<file path="src/rtl/div16_iter_pkg.sv">
// div16_iter_pkg: shared state encoding, saturation constants and sign helper for the divider.
package div16_iter_pkg;
    localparam int WIDTH = 16;
    typedef enum logic [2:0] {IDLE, LOAD, RUN, FIX, DONE} state_e;
    localparam logic [WIDTH-1:0] SAT_POS  = 16'h7FFF;
    localparam logic [WIDTH-1:0] SAT_NEG  = 16'h8000;
    localparam logic [WIDTH-1:0] DIV0_UNS = 16'hFFFF;
    function automatic logic [WIDTH-1:0] neg_if(input logic n, input logic [WIDTH-1:0] v);
        return n ? -v : v;
    endfunction
endpackage

</file>
<file path="src/rtl/div16_iter_if.sv">
// div16_iter_if: request/result bundle between the execute stage and the divider.
interface div16_iter_if;
    import div16_iter_pkg::*;
    logic             start, signed_op, busy, done, div_by_zero;
    logic [WIDTH-1:0] dividend, divisor, quotient, remainder;
    modport master(output start, signed_op, dividend, divisor,
                   input busy, done, quotient, remainder, div_by_zero);
    modport slave(input start, signed_op, dividend, divisor,
                  output busy, done, quotient, remainder, div_by_zero);
endinterface

</file>
<file path="src/rtl/div16_iter_div_step.sv">
// div_step: one restoring-division iteration (shift, trial subtract, select).
module div_step import div16_iter_pkg::*; (
    input  logic [WIDTH:0]   rem_i,
    input  logic [WIDTH-1:0] quo_i,
    input  logic [WIDTH-1:0] divisor_i,
    output logic [WIDTH:0]   rem_o,
    output logic [WIDTH-1:0] quo_o
);
    logic [WIDTH+1:0] sh, trial;
    assign sh    = {rem_i, quo_i[WIDTH-1]};
    assign trial = sh - {2'b0, divisor_i};
    // trial MSB set means the subtraction borrowed: keep the shifted remainder
    assign rem_o = trial[WIDTH+1] ? sh[WIDTH:0] : trial[WIDTH:0];
    assign quo_o = {quo_i[WIDTH-2:0], ~trial[WIDTH+1]};
endmodule

</file>
<file path="src/rtl/div16_iter.sv">
// div16_iter: multi-cycle signed/unsigned restoring divider with saturation and div-by-zero flag.
module div16_iter import div16_iter_pkg::*; (
    input logic clk,
    input logic rst,
    div16_iter_if.slave bus
);
    state_e           state_q, state_d;
    logic [4:0]       cnt_q, cnt_d;
    logic             sgn_q, sgn_d, qneg_q, qneg_d, rneg_q, rneg_d, dz_q, dz_d;
    logic [WIDTH-1:0] dvd_q, dvd_d, dvs_q, dvs_d, mag_q, mag_d, quo_q, quo_d;
    logic [WIDTH-1:0] qout_q, qout_d, rout_q, rout_d, quo_n;
    logic [WIDTH:0]   rem_q, rem_d, rem_n;
    logic             zero, ovf, dneg, sneg;

    div_step u_step (.rem_i(rem_q), .quo_i(quo_q), .divisor_i(mag_q), .rem_o(rem_n), .quo_o(quo_n));

    assign zero = dvs_q == '0;
    assign dneg = sgn_q & dvd_q[WIDTH-1];
    assign sneg = sgn_q & dvs_q[WIDTH-1];
    // only -32768 / -1 yields a positive magnitude of 0x8000
    assign ovf  = sgn_q & ~qneg_q & quo_q[WIDTH-1];

    always_comb begin
        state_d = state_q;
        cnt_d   = cnt_q;
        sgn_d   = sgn_q;
        qneg_d  = qneg_q;
        rneg_d  = rneg_q;
        dz_d    = dz_q;
        dvd_d   = dvd_q;
        dvs_d   = dvs_q;
        mag_d   = mag_q;
        quo_d   = quo_q;
        rem_d   = rem_q;
        qout_d  = qout_q;
        rout_d  = rout_q;
        case (state_q)
            IDLE, DONE: begin
                state_d = bus.start ? LOAD : IDLE;
                dvd_d   = bus.start ? bus.dividend : dvd_q;
                dvs_d   = bus.start ? bus.divisor : dvs_q;
                sgn_d   = bus.start ? bus.signed_op : sgn_q;
            end
            LOAD: begin
                quo_d   = neg_if(dneg, dvd_q);
                mag_d   = neg_if(sneg, dvs_q);
                rem_d   = '0;
                qneg_d  = dneg ^ sneg;
                rneg_d  = dneg;
                cnt_d   = 5'(WIDTH - 1);
                state_d = zero ? FIX : RUN;
            end
            RUN: begin
                rem_d   = rem_n;
                quo_d   = quo_n;
                cnt_d   = cnt_q - 5'd1;
                state_d = cnt_q == '0 ? FIX : RUN;
            end
            FIX: begin
                qout_d  = zero ? (sgn_q ? (dvd_q[WIDTH-1] ? SAT_NEG : SAT_POS) : DIV0_UNS)
                               : ovf ? SAT_POS : neg_if(qneg_q, quo_q);
                rout_d  = zero ? dvd_q : ovf ? '0 : neg_if(rneg_q, rem_q[WIDTH-1:0]);
                dz_d    = zero;
                state_d = DONE;
            end
            default: state_d = IDLE;
        endcase
    end

    always_ff @(posedge clk) begin
        if (rst) begin
            state_q <= IDLE;
            cnt_q   <= '0;
            sgn_q   <= 1'b0;
            qneg_q  <= 1'b0;
            rneg_q  <= 1'b0;
            dz_q    <= 1'b0;
            dvd_q   <= '0;
            dvs_q   <= '0;
            mag_q   <= '0;
            quo_q   <= '0;
            rem_q   <= '0;
            qout_q  <= '0;
            rout_q  <= '0;
        end else begin
            state_q <= state_d;
            cnt_q   <= cnt_d;
            sgn_q   <= sgn_d;
            qneg_q  <= qneg_d;
            rneg_q  <= rneg_d;
            dz_q    <= dz_d;
            dvd_q   <= dvd_d;
            dvs_q   <= dvs_d;
            mag_q   <= mag_d;
            quo_q   <= quo_d;
            rem_q   <= rem_d;
            qout_q  <= qout_d;
            rout_q  <= rout_d;
        end
    end

    assign bus.busy        = state_q inside {LOAD, RUN, FIX};
    assign bus.done        = state_q == DONE;
    assign bus.quotient    = qout_q;
    assign bus.remainder   = rout_q;
    assign bus.div_by_zero = dz_q;
endmodule

</file>
<file path="src/flat_wrapper.sv">
// flat-port wrapper written by rule: the top's interface ports become plain ports
module div16_iter_flat import div16_iter_pkg::*;
  (clk, rst, bus_start, bus_signed_op, bus_dividend, bus_divisor, bus_busy, bus_done, bus_quotient, bus_remainder, bus_div_by_zero);
  div16_iter_if bus_i ();
  input logic clk;
  input logic rst;
  input wire logic [$bits(bus_i.start)-1:0] bus_start;
  input wire logic [$bits(bus_i.signed_op)-1:0] bus_signed_op;
  input wire logic [$bits(bus_i.dividend)-1:0] bus_dividend;
  input wire logic [$bits(bus_i.divisor)-1:0] bus_divisor;
  output wire logic [$bits(bus_i.busy)-1:0] bus_busy;
  output wire logic [$bits(bus_i.done)-1:0] bus_done;
  output wire logic [$bits(bus_i.quotient)-1:0] bus_quotient;
  output wire logic [$bits(bus_i.remainder)-1:0] bus_remainder;
  output wire logic [$bits(bus_i.div_by_zero)-1:0] bus_div_by_zero;
  assign bus_i.start = bus_start;
  assign bus_i.signed_op = bus_signed_op;
  assign bus_i.dividend = bus_dividend;
  assign bus_i.divisor = bus_divisor;
  assign bus_busy = bus_i.busy;
  assign bus_done = bus_i.done;
  assign bus_quotient = bus_i.quotient;
  assign bus_remainder = bus_i.remainder;
  assign bus_div_by_zero = bus_i.div_by_zero;
  div16_iter u_core (.clk(clk), .rst(rst), .bus(bus_i));
endmodule
</file>
<file path="config.mk">
export PLATFORM = sky130hd
export DESIGN_NAME = div16_iter_flat
export DESIGN_NICKNAME = d
export VERILOG_FILES = /design/src/rtl/div16_iter_pkg.sv /design/src/rtl/div16_iter_if.sv /design/src/rtl/div16_iter_div_step.sv /design/src/rtl/div16_iter.sv /design/src/flat_wrapper.sv
export SDC_FILE = /design/constraint.sdc
export NUM_CORES = 1
export LEC_CHECK = 0
export ABC_AREA = 1
export CAP_MARGIN = 20
export CORE_AREA = 3 3 133 135
export CTS_BUF_LIST = sky130_fd_sc_hd__clkbuf_8
export CTS_CLUSTER_DIAMETER = 50
export DETAILED_ROUTE_END_ITERATION = 12
export DIE_AREA = 0 0 136 138
export PLACE_DENSITY = 0.72
export REMOVE_ABC_BUFFERS = 1
export SKIP_LAST_GASP = 1
export SLEW_MARGIN = 20
export SYNTH_ARGS = -nofsm -noshare
export SYNTH_HDL_FRONTEND = slang
export SYNTH_SLANG_ARGS = --single-unit
</file>
<file path="constraint.sdc">
create_clock -name clk -period 2.35 [get_ports clk]
set_input_delay 0.3525 -clock clk [delete_from_list [all_inputs] [get_ports clk]]
set_output_delay 0.3525 -clock clk [all_outputs]
set_load 0.005 [all_outputs]
</file>
# Word-level counts from Yosys, hierarchy flattened
# Index checks and enable logic that the tools add are counted.
# totals
inputBits	36
regBits	125
# classes
n_reduce_logical	7
muxes	18
n_addsub	6
n_eq_ne	4
bitwise_logic	7
# ops
operator	n
$mux W16	10
$neg A16 Y16	4
$pmux W17 S2	1
$pmux W16 S2	1
$sub A18 B16 Y18	1
$mux W17	1
$logic_not A16 Y1	1
$pmux W3 S4	1
$pmux W5 S2	1
$eq A3 B2 Y1 const B	2
$logic_not A5 Y1	1
$sub A5 B1 Y5 const B	1
$and A1 B1 Y1	4
$eq A3 B1 Y1 const B	1
$eq A3 B3 Y1 const B	1
$logic_not A3 Y1	1
$mux W1	3
$reduce_bool A3 Y1	1
$not A1 Y1	2
$reduce_and A2 Y1	1
$reduce_bool A2 Y1	1
$reduce_or A2 Y1	1
$xor A1 B1 Y1	1

# Longest topological paths before layout
# Gate-level depths: netlist of the first run.
# logic_depth
ltp_word	5
mapped_depth	15
ltp_nobuf	15

# Cells and area by module
# From an unflattened synthesis of the first run, not the netlist that was laid out.
# hier_totals
cells_unflattened	1231
area_unflattened_um2	7980.2
# modules_own_cells
module	area_per_inst_um2	cells_per_inst	n_inst
div16_iter	6207.2	915	1
div_step	1773.0	316	1

# Worst setup path after synthesis of the first run
# OpenSTA, ideal clock, no wires.
# synth_path
kind	flip-flop to flip-flop
start	register u_core.rem_q[5]
end	register u_core.rem_q[2]
period_less_slack_ns	1.802
setup_ns	0.070
path_slack_ns	0.548
stages_incl_launch_ff	14
arrival_ns	1.732
cell_sequence	dfxtp_1 > ha_1 > nand2_1 > nand2_1 > nand2_1 > nand2_1 > inv_2 > nand3_2 > nand2_4 > nand3_2 > buf_6 > nand3_1 > nand3_1 > a21oi_1
# synth_between
elab_chain_len	3
# synth_rtl
element	line_no	text
start, declared	div16_iter.sv:12	logic [WIDTH:0] rem_q, rem_d, rem_n;
start signal, assigned	div16_iter.sv:96	rem_q <= rem_d;
$sub A18 B16 Y18	div16_iter_div_step.sv:11	assign trial = sh - {2'b0, divisor_i};
$mux W17	div16_iter_div_step.sv:13	assign rem_o = trial[WIDTH+1] ? sh[WIDTH:0] : trial[WIDTH:0];
$pmux W17 S2	div16_iter.sv:37	case (state_q)
# No other way between the ends.
# A chain may end at the register's enable or synchronous reset.

# Worst setup path after layout of the first run
# layout_path
start	register u_core.state_q[1]
end	output bus_busy
# layout_between
elab_chain_len	2
# layout_rtl
element	line_no	text
start, declared	div16_iter.sv:7	state_e state_q, state_d;
start signal, assigned	div16_iter.sv:86	state_q <= state_d;
$eq A3 B1 Y1 or $eq A3 B2 Y1 (tied branches)	div16_iter.sv:102	assign bus.busy = state_q inside {LOAD, RUN, FIX};
$reduce_bool A3 Y1 *	div16_iter.sv:102	
end, declared	flat_wrapper.sv:11	output wire logic [$bits(bus_i.busy)-1:0] bus_busy;
# Every way passes the cells marked *; elsewhere a longest branch is shown, timed or not.

==> key figures, run 1 <==
Critical path
  • Crit path DAT: around 1.8 ns
  • Required @ worst endpoint: 2.00 ns
  • CP Class: register to output pin
  • Critical path launch point type: register
  • Crit end category: output pin
  • Largest fanout on the critical path: 5

Detailed routing
  • Post-Route WL: between 20 and 25 mm
  • ANT nets after route: 0
  • Avg WL per Cell: 14.11 um
  • Drt initial violations: 602
  • Detailed-route DRC error count: 0
  • DRT Pass-1 Iters: 5
  • DR vias/cell: roughly 5.2
  • DR vias: approximately 7500

Logic synthesis
  • Biggest area consumer among synthesized cells: dfxtp_1
  • Count leader, synth: nand2_1
  • Top_reg_cell synth: dfxtp_1
  • Cell Area, Synth: 7432 um^2
  • Area share of the largest cell type after synthesis: about a third
  • #FFs+latches synth: approximately 130
  • EDFF count, synth: 0
  • Synth top area cells: dfxtp_1, nand2_1, inv_1, a21oi_1, nand3_1
  • Asr flop ratio synth: 0%
  • Most frequent cells after synthesis: nand2_1, inv_1, dfxtp_1
  • Syn Inst Count: ~1100
  • Register area share after synthesis: approximately 34%
  • Library cells used by synthesis: 43
  • Yosys warns: 0
  • Syn avg cell area: 6.571 um^2

STA
  • Clk_skew: 0.01491 ns
  • Final Hold Fails: 0
  • Max Clk Rate: about 0.47 GHz
  • Final setup vio count: 0
  • Worst Tran Pin Value: 0.5101 ns
  • Fin crit share: 89.92%
  • Min Tclk post-route: 2.113 ns
  • Max_slew headroom: 65.95%
  • RSZ-0062 raised after global routing: no
  • Max Slew Vio Count: 0

Floorplan
  • Die W: 136 um
  • DIE AREA: 18770 um^2
  • Standard-cell rows: between 40 and 50
  • Core area: 16580 um^2
  • Io pins: 71
  • Die Y: approximately 140 um
  • Initial Utilization: between 40 and 50%

Flow run
  • Max Cap Violations: 0

CTS
  • Postcts setup bufs: 0
  • Root buf cell: clkbuf_8
  • CTS max path bufs: 2
  • CTS tree: built
  • TritonCTS Buffers: 17
  • CTS H-tree lvls: 4
  • Insertion delay to the later sink of the worst-skew pair: between 0.4 and 0.5 ns
  • Clock Sinks: about 130
  • Clock slew at reported path FFs: roughly 0.070 ns

Final layout
  • Diode count: 0
  • Multi-input logic area: ~4100 um^2
  • Final design area excluding fillers: ~8700 um^2
  • Fin nets: approximately 1300
  • Fillers: 1686
  • Layout cells sized above 1: 8.030%
  • Storage element area: roughly 2500 um^2
  • Area grow syn2layout: 17.54%

Placed design
  • Placed cell areas: ~8400 um^2
  • Dpl hpwl: 14.96 mm
  • Port Buffer Count: 70
  • RD Place Congestion: ~0.96

Power
  • LEAKAGE: 3.757 nW
  • Total power: between 7 and 8 mW
  • Cell Pwr Density: around 910 nW/um^2
  • Maximum VDD drop: between 700 and 800 uV

Global route
  • Total track usage: a little over a fifth
  • First-pass GRT wire length: about 34 mm
  • Antenna violations before repair: 0
  • GR Overflow Total: 0
  • Vias in the first global route: slightly below 7000
  • Pin count of the biggest net entering global routing: 39

Outcome
  • Status: complete, no violations

Hold path
  • Hold Path Class: primary input to register
cells by family after synthesis:
group / after synthesis / share of synthesized area, %
DFF: 125 / 33.67
and+or+nand+nor: 487 / 29.21
buffers and inverters: 207 / 11.21
AOI/OAI and AO/OA: 265 / 19.16
adders and majority gates: 22 / 3.805
xor gates and xnor gates: 25 / 2.946
final timing paths:
kind         slack, ns               startpoint                       end  depth (start not counted)
max               0.24        u_core.state_q[1]                  bus_busy                          3
min               0.24                      rst         u_core.state_q[2]                          2
max reg2reg       0.24          u_core.dvs_q[0]  u_core.bus.remainder[12]                         14
min reg2reg       0.47  u_core.bus.quotient[11]   u_core.bus.quotient[11]                          2
critical path: stages (launching register included):
cell and delay, ns:
dfxtp_1 0.34, nor2_1 0.40, nor2_1 0.11, clkdlybuf4s50_1 0.46
cells in the final DEF (no fill, tap or decap), types with 18 or more instances in the layout:
cell type and n:
buf_4 23, xor2_1 18, nand3_1 94, dfxtp_1 125
inv_1 151, nor2_1 66, o21ai_0 90, o21ai_1 21
ha_1 21, clkbuf_8 21, a21oi_1 111, nand2_1 265
clkdlybuf4s50_1 69
sequential cells by signal, indices dropped and copies added (netlist names):
name,count
u_core.bus.quotient,16
u_core.quo_q,16
u_core.rem_q,17
u_core.bus.div_by_zero,1
u_core.qneg_q,1
u_core.rneg_q,1
u_core.cnt_q,5
u_core.state_q,3
u_core.dvd_q,16
u_core.bus.remainder,16
u_core.mag_q,16
u_core.sgn_q,1
u_core.dvs_q,16
power by group:
part	leakage, nW	total (mW)	switching, mW	internal, mW
logic	2.54	3.67	2.40	1.27
clock network	0.197	1.79	0.865	0.920
registers	1.02	2.48	0.180	2.30
per-layer routing:
| metal | routed length, um | track usage (%) | up-vias |
|---|---|---|---|
| met5 | 0 | 0 | - |
| met4 | 602 | 9.390 | 0 |
| met3 | 1212 | 4.397 | 43 |
| met2 | 9094 | 34.24 | 259 |
| met1 | 9237 | 29.31 | 3340 |
| li1 | - | - | 3849 |
cell type report:
type                    instances  share of cell area, %
clock buffers                  21                  3.309
clock inverters                 9                 0.8307
inverters                     161                  6.918
multi-input cells             799                  47.21
flip-flops and latches        125                  28.65
well taps                     220                  3.151
repair buffers                 93                  9.940
per-stage QoR:
stage / hold WS (ns) / setup TNS, ns / worst slack, ns / cells / util [%]
after floorplan: 0.4187 / -59.54 / -1.350 / 1085 / -
after global placement: 0.4520 / 0 / 0.2098 / 1398 / 50.38
after detailed placement: 0.4555 / 0 / 0.1755 / 1398 / 50.38
after CTS: 0.2409 / 0 / 0.1529 / 1428 / 52.56
after global routing: 0.2462 / 0 / 0.01952 / 1428 / 52.68
final: 0.2402 / 0 / 0.2368 / 1428 / 52.68
what timing repair did:
action	in CTS	in global routing
gates resized for setup	0	5
hold buffers	0	0
endpoints found under the setup margin	0	9
No activity file was read; power rests on OpenSTA's default activity.
==> run 2, diff against run 1 <==
--- a/config.mk
+++ b/config.mk
@@ -12,10 +12,13 @@
 export CTS_CLUSTER_DIAMETER = 50
 export DETAILED_ROUTE_END_ITERATION = 12
 export DIE_AREA = 0 0 136 138
+export HOLD_SLACK_MARGIN = 0.1
 export PLACE_DENSITY = 0.72
 export REMOVE_ABC_BUFFERS = 1
+export SETUP_SLACK_MARGIN = 0.02
 export SKIP_LAST_GASP = 1
 export SLEW_MARGIN = 20
 export SYNTH_ARGS = -nofsm -noshare
 export SYNTH_HDL_FRONTEND = slang
 export SYNTH_SLANG_ARGS = --single-unit
+export TNS_END_PERCENT = 100
==> key figures, run 2 (synthesis results as in run 1) <==
Final layout
  • Area grow syn2layout: 17.61% (was 17.54%)
  • Diode count: 0 (unchanged)
  • Final std cells w/o fill: 1428 (unchanged)
  • Most frequent cells in the layout: nand2_1, inv_1, dfxtp_1, a21oi_1, nand3_1 (unchanged)
  • Layout cells sized above 1: 8.195% (was 8.030%)
  • Fin nets: 1255 (unchanged)
  • Largest Register: u_core.rem_q (unchanged)
  • Most common cell after layout, fill and taps aside: nand2_1 (unchanged)
  • Final design area excluding fillers: 8741 um^2 (was 8736 um^2)
  • Max reg flops: 17 (unchanged)
  • Final core utilization: 52.71% (was 52.68%)

Critical path
  • Top delay family on crit path: simple AND/OR/NAND/NOR gates (unchanged)
  • Largest fanout on the critical path: 5 (unchanged)
  • WP depth: 3 (unchanged)
  • Worst path bufs/invs: 1 (unchanged)
  • Crit end category: output pin (unchanged)
  • Crit path DAT: 1.76 ns (about the same)
  • Slowest stage delay, CP: 0.46 ns (about the same)
  • Required @ worst endpoint: 2.00 ns (about the same)
  • Worst-case reg-to-reg path depth: 15 (was 14)
  • Reg2reg setup slack: 0.29 ns (was 0.24 ns)
  • Cell mode on critical path: nor2_1 (unchanged)
  • Critical path launch point type: register (unchanged)
  • Critical path cell sequence: nor2_1 > nor2_1 > clkdlybuf4s50_1 (unchanged)
  • CP Class: register to output pin (unchanged)
  • CP max stage cell: clkdlybuf4s50_1 (unchanged)

Placed design
  • Port Buffer Count: 70 (unchanged)
  • RD Place Congestion: 0.9584 (unchanged)
  • Placed cell areas: 8354 um^2 (unchanged)
  • Post-Place Cells: 1398 (unchanged)
  • DP Worst Slack: 0.1755 ns (unchanged)
  • Dpl hpwl: 14.96 mm (unchanged)

Global route
  • Antenna violations before repair: 0 (unchanged)
  • GR Overflow Total: 0 (unchanged)
  • Pin count of the biggest net entering global routing: 39 (unchanged)
  • Total track usage: 21.90% (unchanged)
  • M2 GR Usage: 34.24% (unchanged)
  • Vias in the first global route: 6872 (unchanged)
  • Met3 GRT Util: 4.397% (unchanged)
  • First-pass GRT wire length: 33.54 mm (unchanged)
  • Met1 GRT Util: 29.31% (unchanged)
  • GRT busiest layer: met2 (unchanged)

CTS
  • TritonCTS Buffers: 17 (unchanged)
  • CTS max path bufs: 2 (unchanged)
  • Clock slew at reported path FFs: 0.07 ns (about the same)
  • Hold_buf cts: 0 (unchanged)
  • Post-CTS resize count: 0 (unchanged)
  • Root buf cell: clkbuf_8 (unchanged)
  • CTS tree: built (unchanged)
  • Insertion delay to the later sink of the worst-skew pair: 0.45 ns (about the same)
  • CTS H-tree lvls: 4 (unchanged)
  • Clock Sinks: 125 (unchanged)
  • Postcts setup bufs: 0 (unchanged)

Floorplan
  • Die W: 136 um (unchanged)
  • Die Y: 138 um (unchanged)
  • DIE AREA: 18770 um^2 (unchanged)
  • Initial Utilization: 44.82% (unchanged)
  • Core area: 16580 um^2 (unchanged)
  • Standard-cell rows: 47 (unchanged)
  • Io pins: 71 (unchanged)

STA
  • Max_slew headroom: 67.15% (was 65.95%)
  • Final Hold Fails: 0 (unchanged)
  • Setup TNS: 0 ns (unchanged)
  • Final setup vio count: 0 (unchanged)
  • Worst setup margin: 0.2374 ns (was 0.2368 ns)
  • Min Tclk post-route: 2.113 ns (about the same)
  • Worst Tran Pin Value: 0.4921 ns (was 0.5101 ns)
  • Max Clk Rate: 0.4733 GHz (was 0.4732 GHz)
  • Final hold slack: 0.2419 ns (was 0.2402 ns)
  • Fin crit share: 89.90% (was 89.92%)
  • Max Slew Vio Count: 0 (unchanged)
  • Clk_skew: 0.01618 ns (was 0.01491 ns)
  • RSZ-0062 raised after global routing: no (unchanged)

Hold path
  • Hold Path Class: primary input to register (unchanged)
  • WHS Path Cells: 2 (unchanged)

Detailed routing
  • Post-Route WL: 20.14 mm (was 20.15 mm)
  • DR vias/cell: 5.258 (was 5.246)
  • DR vias: 7508 (was 7491)
  • Avg WL per Cell: 14.10 um (was 14.11 um)
  • Detailed-route DRC error count: 0 (unchanged)
  • DRT Pass-1 Iters: 5 (unchanged)
  • ANT nets after route: 0 (unchanged)
  • Drt initial violations: 560 (was 602)

Power
  • Maximum VDD drop: 725.0 uV (was 725.5 uV)
  • LEAKAGE: 3.756 nW (was 3.757 nW)
  • Cell Pwr Density: 908.6 nW/um^2 (about the same)
  • Total power: 7.942 mW (was 7.937 mW)

Flow run
  • Max Cap Violations: 0 (unchanged)

Outcome
  • Status: complete, no violations (unchanged)
run 2: cell count changes in the layout (fill, tap and decap cells not counted):
cell     before  now
nand2_1     265  263
nand2_2       7    9
run 2: layer usage:
| layer | share of wire, % | routed length (um) |
|---|---|---|
| met3 | 6.3 | 1259 |
| met1 | 46 | 9208 |
| met2 | 45 | 9069 |
| met4 | 3.0 | 603 |
| met5 | 0 | 0 |
run 2: worst paths after layout:
kind                           from                      to
max reg2reg        u_core.quo_q[15]        u_core.rem_q[14]
min reg2reg  u_core.bus.quotient[5]  u_core.bus.quotient[5]
max               u_core.state_q[1]                bus_busy
min                             rst       u_core.state_q[2]
run 2: layout make-up:
| type | instances | area (um^2) |
|---|---|---|
| Tap cell | 220 | 275.3 |
| Timing Repair Buffer | 93 | 868.3 |
| Inverter | 161 | 604.3 |
| Clock buffer | 21 | 289.0 |
| Sequential cell | 125 | 2502 |
| Multi-Input combinational cell | 799 | 4129 |
| Clock inverter | 9 | 72.57 |
| Fill cell | 1683 | 7843 |
run 2: power by group:
| group | leakage, nW | internal [mW] | switching [mW] |
|---|---|---|---|
| combinational | 2.54 | 1.28 | 2.39 |
| sequential | 1.02 | 2.30 | 0.180 |
| clock | 0.197 | 0.920 | 0.867 |
| total | 3.76 | 4.50 | 3.44 |
==> run 3, diff against run 2 <==
==> constraint.sdc (replaced) <==
create_clock -name clk -period 2.35 [get_ports clk]
set_input_delay 0.47 -clock clk [delete_from_list [all_inputs] [get_ports clk]]
set_output_delay 0.47 -clock clk [all_outputs]
set_load 0.005 [all_outputs]
==> key figures, run 3 (synthesis results as in run 1) <==
Flow run
  • Max Cap Violations: 0 (unchanged)

Global route
  • Total track usage: 21.57% (was 21.90%)
  • Antenna violations before repair: 0 (unchanged)
  • GR Overflow Total: 0 (unchanged)
  • Pin count of the biggest net entering global routing: 44 (was 39)
  • Vias in the first global route: 6934 (was 6872)
  • First-pass GRT wire length: 33.05 mm (was 33.54 mm)

CTS
  • Root buf cell: clkbuf_8 (unchanged)
  • Insertion delay to the later sink of the worst-skew pair: 0.45 ns (about the same)
  • CTS H-tree lvls: 4 (unchanged)
  • Clock Sinks: 125 (unchanged)
  • CTS max path bufs: 2 (unchanged)
  • Postcts setup bufs: 0 (unchanged)
  • TritonCTS Buffers: 17 (unchanged)
  • Clock slew at reported path FFs: 0.07 ns (about the same)
  • CTS tree: built (unchanged)

Final layout
  • Most common cell after layout, fill and taps aside: nand2_1 (unchanged)
  • Final design area excluding fillers: 8738 um^2 (was 8741 um^2)
  • Fin nets: 1252 (was 1255)
  • Fillers: 1683 (unchanged)
  • Max reg flops: 17 (unchanged)
  • Layout cells sized above 1: 7.954% (was 8.195%)
  • Area grow syn2layout: 17.58% (was 17.61%)
  • Largest Register: u_core.rem_q (unchanged)
  • Most frequent cells in the layout: nand2_1, inv_1, dfxtp_1, a21oi_1, nand3_1 (unchanged)
  • Diode count: 0 (unchanged)

STA
  • Worst Tran Pin Value: 0.5377 ns (was 0.4921 ns)
  • Min Tclk post-route: 2.123 ns (was 2.113 ns)
  • Clk_skew: 0.01470 ns (was 0.01618 ns)
  • Fin crit share: 90.35% (was 89.90%)
  • RSZ-0062 raised after global routing: no (unchanged)
  • Max Clk Rate: 0.4710 GHz (was 0.4733 GHz)
  • Final hold slack: 0.4015 ns (was 0.2419 ns)
  • Final setup vio count: 0 (unchanged)
  • Final Hold Fails: 0 (unchanged)
  • Max_slew headroom: 64.15% (was 67.15%)
  • Max Slew Vio Count: 0 (unchanged)

Detailed routing
  • Avg WL per Cell: 14.01 um (was 14.10 um)
  • Drt initial violations: 482 (was 560)
  • DR vias/cell: 5.183 (was 5.258)
  • DR vias: 7396 (was 7508)
  • ANT nets after route: 0 (unchanged)
  • Post-Route WL: 19.99 mm (was 20.14 mm)
  • Detailed-route DRC error count: 0 (unchanged)
  • DRT Pass-1 Iters: 5 (unchanged)

Power
  • Maximum VDD drop: 518.8 uV (was 725.0 uV)
  • LEAKAGE: 3.741 nW (was 3.756 nW)
  • Cell Pwr Density: 909.7 nW/um^2 (was 908.6 nW/um^2)

Critical path
  • CP Class: register to register (was register to output pin)
  • Worst path bufs/invs: 2 (was 1)
  • Critical path cell sequence: inv_2 > ha_1 > inv_1 > fa_1 > nand3_1 > nand2_1 > nand2_1 > nand2_1 > nand2_1 > nand2_1 > nand2_1 > nand2_1 > nand3_1 > nand3_1 > a21oi_1 (was nor2_1 > nor2_1 > clkdlybuf4s50_1)
  • Slowest stage delay, CP: 0.41 ns (was 0.46 ns)
  • CP max stage cell: fa_1 (was clkdlybuf4s50_1)
  • Crit end category: register (was output pin)
  • Crit path DAT: 2.51 ns (was 1.76 ns)
  • Largest fanout on the critical path: 3 (was 5)
  • Critical path launch point type: register (unchanged)
  • Cell mode on critical path: nand2_1 (was nor2_1)
  • CP Launch Point: u_core.quo_q[15] (was u_core.state_q[1])
  • Top delay family on crit path: simple AND/OR/NAND/NOR gates (unchanged)
  • Required @ worst endpoint: 2.73 ns (was 2.00 ns)
  • RR Startpoint: u_core.quo_q[15] (unchanged)

Floorplan
  • Die Y: 138 um (unchanged)
  • Core area: 16580 um^2 (unchanged)
  • Standard-cell rows: 47 (unchanged)
  • Die W: 136 um (unchanged)
  • Io pins: 71 (unchanged)
  • DIE AREA: 18770 um^2 (unchanged)
  • Initial Utilization: 44.82% (unchanged)

Hold path
  • Hold Path Class: primary input to register (unchanged)
  • HP Start: rst (unchanged)

Placed design
  • Port Buffer Count: 70 (unchanged)
  • RD Place Congestion: 0.8808 (was 0.9584)
  • Dpl hpwl: 14.84 mm (was 14.96 mm)
  • Placed cell areas: 8344 um^2 (was 8354 um^2)

Outcome
  • Status: complete, no violations (unchanged)
-- run 3: changes by cell type in the layout (fill, tap and decap cells not counted), sizes merged --
cell	delta
clkinvlp	+3
buf	-3
clkbuf	-1
-- run 3: final cells by class --
class	instances	area, um^2	area share (%)
multi-input cells	799	4126	47.22
inverters	161	604.3	6.916
clock inverters	12	96.34	1.103
repair buffers	90	858.3	9.822
well taps	220	275.3	3.150
flip-flops and latches	125	2502	28.64
clock buffers	20	275.3	3.150
-- run 3: final timing paths --
check / endpoint / slack [ns] / cells after the start
worst max-delay path: u_core.rem_q[12] / 0.23 / 15
worst min-delay path: u_core.state_q[2] / 0.40 / 2
worst max register to register: u_core.rem_q[12] / 0.23 / 15
worst min register to register: u_core.bus.quotient[1] / 0.46 / 2
-- run 3: where the power goes --
part | switching (mW) | total (mW) | internal, mW
clock network | 0.910 | 1.82 | 0.906
logic | 2.37 | 3.64 | 1.27
registers | 0.186 | 2.49 | 2.30
total | 3.47 | 7.95 | 4.48
-- run 3: stage by stage --
| stage | std cells | TNS [ns] | power (mW) | worst slack (ns) | util, % |
|---|---|---|---|---|---|
| after floorplan | 1085 | -59.54 | 5.195 | -1.350 | - |
| after global placement | 1395 | 0 | 6.046 | 0.1427 | 50.32 |
| after detailed placement | 1395 | 0 | 6.088 | 0.1432 | 50.32 |
| after CTS | 1427 | 0 | 7.900 | 0.1037 | 52.56 |
| after global routing | 1427 | 0 | 8.570 | 0.07436 | 52.69 |
| final | 1427 | 0 | 7.950 | 0.2267 | 52.69 |
-- run 3: timing repair --
action                                  CTS  global route
endpoints found under the setup margin    0            16
hold buffers                              0             0
gates resized for setup                   0             5
-- run 3: worst reg2reg max path, delay by kind of cell, from the launching register on --
| kind | cells | cell delay [ns] |
|---|---|---|
| simple gates | 10 | 0.87 |
| buf+inv | 2 | 0.17 |
| flops | 1 | 0.33 |
| fa+ha+maj | 2 | 0.56 |
| compound gates | 1 | 0.14 |
-- run 3: routing by layer --
layer / wire [um] / GRT usage (%) / part of all wire [%] / vias up
li1: - / - / - / 3832
met1: 9215 / 28.19 / 46 / 3305
met2: 9178 / 35.31 / 46 / 223
met3: 1195 / 4.397 / 6.0 / 36
met4: 403 / 7.639 / 2.0 / 0
met5: 0 / 0 / 0 / -
